**src/rtl/bitserial_pkg.sv**
```systemverilog
// Shared types and constants for the bit-serial RV32 sequencer.
package bitserial_pkg;

    localparam int unsigned XLEN_DEFAULT = 32;

    typedef enum logic [1:0] {
        OPK_LSB  = 2'd0,
        OPK_BR   = 2'd1,
        OPK_SET  = 2'd2,
        OPK_RSVD = 2'd3
    } op_kind_e;

    typedef enum logic [1:0] {
        ST_IDLE = 2'd0,
        ST_RUN  = 2'd1,
        ST_WB   = 2'd2,
        ST_DONE = 2'd3
    } seq_state_e;

    // Compare kinds walk the operands from the MSB down.
    function automatic logic is_msb_first(input op_kind_e kind);
        return (kind == OPK_BR) || (kind == OPK_SET);
    endfunction

endpackage

```
**src/rtl/bitserial_idx_ctr.sv**
```systemverilog
// Loadable up/down bit-index counter with an explicit terminal flag.
// The counter is exactly IDX_W bits wide and never relies on wrap-around.
module bitserial_idx_ctr #(
    parameter int unsigned XLEN  = 32,
    parameter int unsigned IDX_W = $clog2(XLEN)
) (
    input  logic             clk,
    input  logic             rst,
    input  logic             load,
    input  logic [IDX_W-1:0] load_val,
    input  logic             step,
    input  logic             down,
    output logic [IDX_W-1:0] idx,
    output logic             term
);

    localparam logic [IDX_W-1:0] IDX_LAST = IDX_W'(XLEN - 1);
    localparam logic [IDX_W-1:0] IDX_ONE  = IDX_W'(1);

    // Index register: load has priority over stepping.
    always_ff @(posedge clk) begin
        if (rst) begin
            idx <= '0;
        end else if (load) begin
            idx <= load_val;
        end else if (step) begin
            idx <= down ? (idx - IDX_ONE) : (idx + IDX_ONE);
        end
    end

    // Terminal slice depends on walk direction.
    always_comb begin
        term = down ? (idx == '0) : (idx == IDX_LAST);
    end

endmodule

```
**src/rtl/bitserial_seq.sv**
```systemverilog
// Sequencer for the 1-bit-slice RV32 datapath: accepts one decoded op,
// steps the bit index across XLEN slices and owns the inter-slice carry
// and compare-chain registers.
// Optional macro BSEQ_PERF_CNT_EN adds perf_busy / perf_ops counters.
module bitserial_seq
    import bitserial_pkg::*;
#(
    parameter int unsigned XLEN  = XLEN_DEFAULT,
    parameter int unsigned IDX_W = $clog2(XLEN)
) (
    input  logic             clk,
    input  logic             rst,
    input  logic             op_valid,
    output logic             op_ready,
    input  logic [1:0]       op_kind,
    input  logic             op_sub,
    input  logic             op_signed,
    input  logic             op_rd_we,
    input  logic             op_pc_we,
    output logic [IDX_W-1:0] bit_idx,
    output logic             bit_en,
    output logic             alu_cin,
    input  logic             alu_cout,
    output logic             pc_cin,
    output logic             pc_adder_4,
    input  logic             pc_cout,
    output logic             cmp_eq_in,
    output logic             cmp_lt_in,
    input  logic             cmp_eq_out,
    input  logic             cmp_lt_out,
    output logic             cmp_msb_flip,
    output logic             rd_we_bit,
    output logic             pc_we_bit,
    output logic             wb_sel_cmp,
    output logic             cmp_res_bit,
    output logic             done,
    output logic             done_eq,
    output logic             done_lt,
    output logic             done_err
`ifdef BSEQ_PERF_CNT_EN
    ,
    output logic [31:0]      perf_busy,
    output logic [31:0]      perf_ops
`endif
);

    localparam logic [IDX_W-1:0] IDX_LAST = IDX_W'(XLEN - 1);
    localparam logic [IDX_W-1:0] IDX_TWO  = IDX_W'(2);

    seq_state_e       state;
    op_kind_e         kind;
    logic             signed_r;
    logic             rd_we_r;
    logic             pc_we_r;
    logic             alu_carry;
    logic             pc_carry;
    logic             eq_r;
    logic             lt_r;

    logic             ctr_load;
    logic [IDX_W-1:0] ctr_load_val;
    logic             ctr_step;
    logic             ctr_down;
    logic [IDX_W-1:0] idx;
    logic             term;

    logic             msb_first;
    logic             run_lsb;
    logic             run_msb;
    logic             is_rsvd;

    bitserial_idx_ctr #(
        .XLEN  (XLEN),
        .IDX_W (IDX_W)
    ) u_idx_ctr (
        .clk      (clk),
        .rst      (rst),
        .load     (ctr_load),
        .load_val (ctr_load_val),
        .step     (ctr_step),
        .down     (ctr_down),
        .idx      (idx),
        .term     (term)
    );

    // Index counter control: seed on accept / WB entry, step until terminal.
    always_comb begin
        ctr_load     = 1'b0;
        ctr_load_val = '0;
        ctr_step     = 1'b0;
        ctr_down     = 1'b0;
        case (state)
            ST_IDLE: begin
                if (op_valid) begin
                    ctr_load     = 1'b1;
                    ctr_load_val = is_msb_first(op_kind_e'(op_kind)) ? IDX_LAST : '0;
                end
            end
            ST_RUN: begin
                ctr_down = msb_first;
                if (term) begin
                    if (kind == OPK_SET) begin
                        ctr_load     = 1'b1;
                        ctr_load_val = '0;
                    end
                end else begin
                    ctr_step = 1'b1;
                end
            end
            ST_WB: begin
                if (!term) begin
                    ctr_step = 1'b1;
                end
            end
            default: begin
            end
        endcase
    end

    // Main FSM plus the carry and compare-chain state registers.
    always_ff @(posedge clk) begin
        if (rst) begin
            state     <= ST_IDLE;
            kind      <= OPK_LSB;
            signed_r  <= 1'b0;
            rd_we_r   <= 1'b0;
            pc_we_r   <= 1'b0;
            alu_carry <= 1'b0;
            pc_carry  <= 1'b0;
            eq_r      <= 1'b1;
            lt_r      <= 1'b0;
        end else begin
            case (state)
                ST_IDLE: begin
                    if (op_valid) begin
                        kind      <= op_kind_e'(op_kind);
                        signed_r  <= op_signed;
                        rd_we_r   <= op_rd_we;
                        pc_we_r   <= op_pc_we;
                        alu_carry <= op_sub;
                        pc_carry  <= 1'b0;
                        eq_r      <= 1'b1;
                        lt_r      <= 1'b0;
                        state     <= ST_RUN;
                    end
                end
                ST_RUN: begin
                    if (msb_first) begin
                        eq_r <= cmp_eq_out;
                        lt_r <= cmp_lt_out;
                    end else begin
                        alu_carry <= alu_cout;
                        pc_carry  <= pc_cout;
                    end
                    if (term) begin
                        state <= (kind == OPK_SET) ? ST_WB : ST_DONE;
                    end
                end
                ST_WB: begin
                    if (term) begin
                        state <= ST_DONE;
                    end
                end
                default: begin
                    state <= ST_IDLE;
                end
            endcase
        end
    end

    // Output decode from the registered state.
    always_comb begin
        msb_first    = is_msb_first(kind);
        run_lsb      = (state == ST_RUN) && !msb_first;
        run_msb      = (state == ST_RUN) && msb_first;
        is_rsvd      = (kind == OPK_RSVD);

        op_ready     = (state == ST_IDLE);
        bit_idx      = idx;
        bit_en       = (state == ST_RUN) || (state == ST_WB);
        alu_cin      = alu_carry;
        pc_cin       = pc_carry;
        cmp_eq_in    = eq_r;
        cmp_lt_in    = lt_r;
        pc_adder_4   = run_lsb && (idx == IDX_TWO);
        cmp_msb_flip = run_msb && signed_r && (idx == IDX_LAST);
        rd_we_bit    = (run_lsb && !is_rsvd && rd_we_r) || ((state == ST_WB) && rd_we_r);
        pc_we_bit    = run_lsb && !is_rsvd && pc_we_r;
        wb_sel_cmp   = (state == ST_WB);
        cmp_res_bit  = (state == ST_WB) && (idx == '0) && lt_r;
        done         = (state == ST_DONE);
        done_eq      = (state == ST_DONE) && eq_r;
        done_lt      = (state == ST_DONE) && lt_r;
        done_err     = (state == ST_DONE) && is_rsvd;
    end

`ifdef BSEQ_PERF_CNT_EN
    // Busy-cycle and completed-op counters, free-running modulo 2^32.
    always_ff @(posedge clk) begin
        if (rst) begin
            perf_busy <= '0;
            perf_ops  <= '0;
        end else begin
            if ((state == ST_RUN) || (state == ST_WB)) begin
                perf_busy <= perf_busy + 32'd1;
            end
            if (state == ST_DONE) begin
                perf_ops <= perf_ops + 32'd1;
            end
        end
    end
`endif

endmodule

```
**config.mk**
```make
export PLATFORM = sky130hd
export DESIGN_NAME = bitserial_seq
export DESIGN_NICKNAME = d
export VERILOG_FILES = /design/src/rtl/bitserial_pkg.sv /design/src/rtl/bitserial_idx_ctr.sv /design/src/rtl/bitserial_seq.sv
export SDC_FILE = /design/constraint.sdc
export NUM_CORES = 1
export LEC_CHECK = 0
export BUFFER_PORTS_ARGS = -buffer_cell sky130_fd_sc_hd__buf_2
export CAP_MARGIN = 20
export CORE_ASPECT_RATIO = 0.5
export CORE_MARGIN = 1.5
export CORE_UTILIZATION = 40
export DETAILED_ROUTE_END_ITERATION = 7
export PLACE_DENSITY = 0.65
export SYNTH_ARGS = -nofsm -noshare
export SYNTH_HDL_FRONTEND = slang
export SYNTH_SLANG_ARGS = --single-unit
```
**constraint.sdc**
```tcl
create_clock -name clk -period 3.63 [get_ports clk]
set_input_delay 0.363 -clock clk [delete_from_list [all_inputs] [get_ports clk]]
set_output_delay 0.363 -clock clk [all_outputs]
set_load 0.01 [all_outputs]
```
; Word-level counts from Yosys, hierarchy flattened
; Cells that the tools add are included.
[totals]
regBits = 16
inputBits = 13
output_inout_bits = 21
word_cells = 86
[classes]
reduce_logical = 29
n_mux = 30
add_sub_neg = 2
eq_ne = 15
[op_table]
columns = op, n
row1 = 5-bit two-way mux, 6
row2 = 1-bit two-way mux, 15
row3 = 1-bit logical AND, 14
row4 = 2-bit equality test (second input constant), 5
row5 = 1-bit case mux with 2 select lines, 5
row6 = 3-bit AND reduction, 3
row7 = 2-bit inequality test (second input constant), 4
row8 = 2-bit by 1-bit equality test with 1-bit output (second input constant), 3
row9 = 2-bit two-way mux, 3
row10 = 2-bit case mux with 3 select lines, 1
row11 = 5-bit by 1-bit adder with 5-bit output (second input constant), 1
row12 = 5-bit by 2-bit equality test with 1-bit output (second input constant), 1
row13 = 5-bit equality test (second input constant), 1
row14 = 5-bit logical NOT, 1
row15 = 5-bit by 1-bit subtractor with 5-bit output (second input constant), 1
row16 = 1-bit logical OR, 4
row17 = 2-bit nonzero test, 2
row18 = 1-bit logical NOT, 2
row19 = 2-bit logical NOT, 1
row20 = 2-bit by 1-bit inequality test with 1-bit output (second input constant), 1
row21 = 2-bit AND reduction, 1
row22 = 2-bit OR reduction, 1

; Longest topological paths before layout
[depth]
ltp_word = 8
depth_mapped = 12
ltp_nobuf = 10

; Hierarchy
; From an unflattened synthesis, not the netlist that was laid out.
[hier_totals]
hier_cells = 133
area_unflattened_um2 = 1093.5
[modules_own_cells]
columns = module, seq_area_each_um2, area_per_inst_um2, n_inst, cells_per_inst
row1 = bitserial_seq, 220.2, 704.4, 1, 85
row2 = bitserial_idx_ctr, 100.1, 389.1, 1, 48

; Worst setup path after synthesis
; OpenSTA, ideal clock, no wires.
[synth_path]
path_type = reg-to-reg
start = register kind[0]
end = register u_idx_ctr.idx[4]
setup_ns = 0.103
t_required_ns = 3.527
path_slack_ns = 1.010
period_less_slack_ns = 2.620
n_path_buf = 2
arrival_ns = 2.516
path_stages_with_launch = 13
path_cell_list = dfxtp_1 inv_1 ha_1 buf_2 nand2b_1 buf_2 xnor2_1 ha_1 nor4b_1 nand3_1 and4b_1 a41o_1 a2111oi_2
[synth_between]
elab_chain_len = 7
elab_cells_between_ends = 14
cone_classes = eq/ne: 2 / mux: 10 / reduce/logical: 2
[synth_lines]
columns = item, line_no
row1 = "start, declared", bitserial_seq.sv:51  ; op_kind_e kind;
row2 = "start signal, assigned", bitserial_seq.sv:136  ; kind <= op_kind_e'(op_kind);
row3 = 2-bit by 1-bit equality test with 1-bit output / 2-bit equality test (equally long branches), "bitserial_pkg.sv:22, bitserial_seq.sv:102"
row4 = 1-bit logical OR, bitserial_pkg.sv:22  ; return (kind == OPK_BR) || (kind == OPK_SET);
row5 = 1-bit two-way mux, bitserial_seq.sv:92  ; case (state)
row6 = 1-bit two-way mux, bitserial_idx_ctr.sv:33  ; term = down ? (idx == '0) : (idx == IDX_LAST);
row7 = 1-bit two-way mux (on tied branches), "bitserial_seq.sv:101, bitserial_seq.sv:111"
row8 = 1-bit case mux with 2 select lines / 1-bit two-way mux (equally long branches), n/a
row9 = 5-bit two-way mux / 2-bit nonzero test (equally long branches), n/a
row10 = "end signal, assigned", bitserial_idx_ctr.sv:25  ; idx <= load_val;
row11 = "end signal, assigned", bitserial_idx_ctr.sv:27  ; idx <= down ? (idx - IDX_ONE) : (idx + IDX_ONE);
row12 = "end, declared", bitserial_idx_ctr.sv:13  ; output logic [IDX_W-1:0] idx,
; Parallel ways exist; a longest one is shown, timed or not. The select of a mux whose other input is x is not followed.
; A chain may end at the register's enable or synchronous reset.

; Worst setup path in the final report
; Same ends and word-level chain as after synthesis.

==> reports/qor.yml <==
clock_skew_ns: 0.006063
port_buffers: 33
place_inst: 198
fp.coreArea_um2: 2570
drc_errors: 0
crit_chain: "inv_1, ha_1, nand2b_1, xnor2_1, ha_1, nor4b_1, nand3_1, and4b_1, a41o_1, a2111oi_2"
design_area_um2: 1300
tns_ns: 0
max_freq_mhz: 351.3
fillCellCount: 284
fin_cells: 202
cts_setup_buffers: 0
r2r.worst_path.cells: 10
row_count: 13
clock_sinks: 16
synthTopCellsByCount: "nand2_1 (21), dfxtp_1 (16), a21oi_1 (13)"
ys.warnings.count: 0
slew_headroom_pct: 62.00
die-area_um2: 3039
min-delay-path-class: "in2reg"
grt_pass1_wl_mm: 4.160
yosys-mux-area-fraction_pct: 0.9270
min_period_ns: 2.847
p_per_area_nw_per_um2: 754.1
ys_seq_elements: 16
diodes: 0
synth_ff_type: "dfxtp_1"
fin_crit_sh_pct: 78.43
dpl.hpwl_mm: 1.965
cpMostUsedCell: "ha_1"
crit_fanout: 9
synth_fp_nets: 157
worst_ep_required_time_ns: 3.79
syn_to_final_growth_pct: 20.39
routed_wirelength_mm: 2.676
synth-compound-area-share_pct: 26.07
synthAdderAreaFrac_pct: 9.270
outcome: "finished clean"
dpl-instance-area_um2: 1245
grt_pass1_vias: 874
pin_count: 34
yosysSeqAreaShare_pct: 29.66
cts_buffer_depth: 2
cp_slowest_cell: "ha_1"
nNetsFinal: 187
holdPathStages: 3
globalRouteOverflowTotal: 0
synth.area.top_cells: "dfxtp_1 (30%), ha_1 (9.3%), nand2_1 (7.3%), a21oi_1 (6.0%), inv_1 (3.1%)"
cp.arrival_ns: 3.01
cts_tree: "done"
path_buf_inv: 1
syn-instance-count: 136
setup_slack_ns: 0.7832
cp.depth: 10
holdWs_ns: 0.3426
post_drt_wl_per_cell_um: 13.25
worst_slew_pin_slew_ns: 0.5700
die_w_um: 76.48
synthesis.area_um2: 1080
synth_top_family_by_area: "compound AO/OA/AOI/OAI gates"
dp_worst_setup_slack_ns: 0.7739
max-cap-violations: 0
htree_levels: 1
synthSimpleGateAreaFrac_pct: 23.41
report.final.setup_viol: 0
synth_top_area_share_pct: 29.66
cts_resized: 0
clock_latency_ns: 0.26
worstSetupEndpointType: "flop"
postRouteAntennaNets: 0
synth_edf_count: 0
synth.most_common_cell: "nand2_1"
drive_gt1_share_pct: 27.27
initial_core_util_pct: 42.02
syn_avg_cell_area_um2: 7.940
postCtsHoldBufs: 0
crit_type: "reg2reg"
vias: 1062
drt-vias-per-instance: 5.257
yosysTopAreaCell: "dfxtp_1"
cp-start-kind: "flop"
p_leak_nw: 0.5909
cpPeakStageDelay_ns: 0.39
place_congestion: 0.8399
ys_types: 42
grt_usage_pct: 18.65
async_flop_share_pct: 0
cts_root_buf: "clkbuf_8"
synth_xor_area_share_pct: 3.244
antenna_found_initial: 0
peakVddDrop_mv: 0.4230
slew_violations: 0
finalHoldViolCount: 0
dr.first_iter.drc_count: 84
crit_family: "simple AND/OR/NAND/NOR gates"
cts_buffers: 3
clkTransAtPathRegs_ns: 0.07
rsz0062_at_grt: "no"
first_pass_iters: 4
grt_max_degree: 15
die_y_um: 39.74
==> layout make-up <==
type	count	area, um^2	area share (%)
sequential	16	320.3	24.64
timing repair buffer	33	165.2	12.70
clock buffer	4	55.05	4.235
tap	37	46.29	3.561
inverter	9	33.78	2.599
multi-input combinational	103	679.4	52.26
==> cell usage in the layout, fill, tap and decap left out, types with 3 or more instances in the layout <==
cell      count
clkbuf_8      4
xnor2_1       3
a21oi_1      13
nor3_1        4
nand2_1      21
nand3_1       3
o21ai_0       5
inv_1         9
buf_2        33
ha_1          8
dfxtp_1      16
nor2_1        8
and2_1        5
==> registers in the layout (all words and copies together), names as in the netlist <==
register	cells
pc_cin	1
pc_we_r	1
alu_cin	1
u_idx_ctr.idx	5
cmp_eq_in	1
state	2
cmp_lt_in	1
signed_r	1
rd_we_r	1
kind	2
==> power breakdown <==
part / internal [mW] / switching, mW / total, mW
Clock: 0.0965 / 0.0708 / 0.167
Sequential: 0.220 / 0.0624 / 0.282
Combinational: 0.214 / 0.316 / 0.531
Total: 0.531 / 0.450 / 0.980
==> layer usage <==
metal,global-route usage (%),vias up,routed length [um]
li1,-,542,-
met1,23.85,492,1395
met2,30.13,28,1174
met3,6.279,0,106
met4,6.019,0,0
met5,0,-,0
==> final timing paths <==
kind | start | end | slack [ns]
max | kind[0] | u_idx_ctr.idx[4] | 0.78
max reg2reg | kind[0] | u_idx_ctr.idx[4] | 0.78
min | op_rd_we | rd_we_r | 0.34
min reg2reg | rd_we_r | rd_we_r | 0.46
==> cells by family (layout without fill, tap and decap cells) <==
| group | after synthesis | count (layout) |
|---|---|---|
| flops | 16 | 16 |
| fa+ha+maj | 8 | 8 |
| mux | 1 | 1 |
| simple gates | 51 | 51 |
| compound gates | 39 | 39 |
| buf+inv | 17 | 46 |
| xor+xnor | 4 | 4 |
==> stage by stage <==
stage	power [mW]	utilization (%)
6_report	0.9804	50.58
5_1_grt	1.060	50.58
4_1_cts	0.9791	50.58
3_5_place_dp	0.8091	48.44
3_3_place_gp	0.8047	48.44
2_1_floorplan	0.6861	-
==> worst reg2reg max path: stages, from the launching register on <==
cell,delay [ns]
dfxtp_1,0.35
inv_1,0.05
ha_1,0.39
nand2b_1,0.33
xnor2_1,0.20
ha_1,0.23
nor4b_1,0.35
nand3_1,0.15
and4b_1,0.20
a41o_1,0.20
a2111oi_2,0.31
Power figures use the tool's default switching activity.
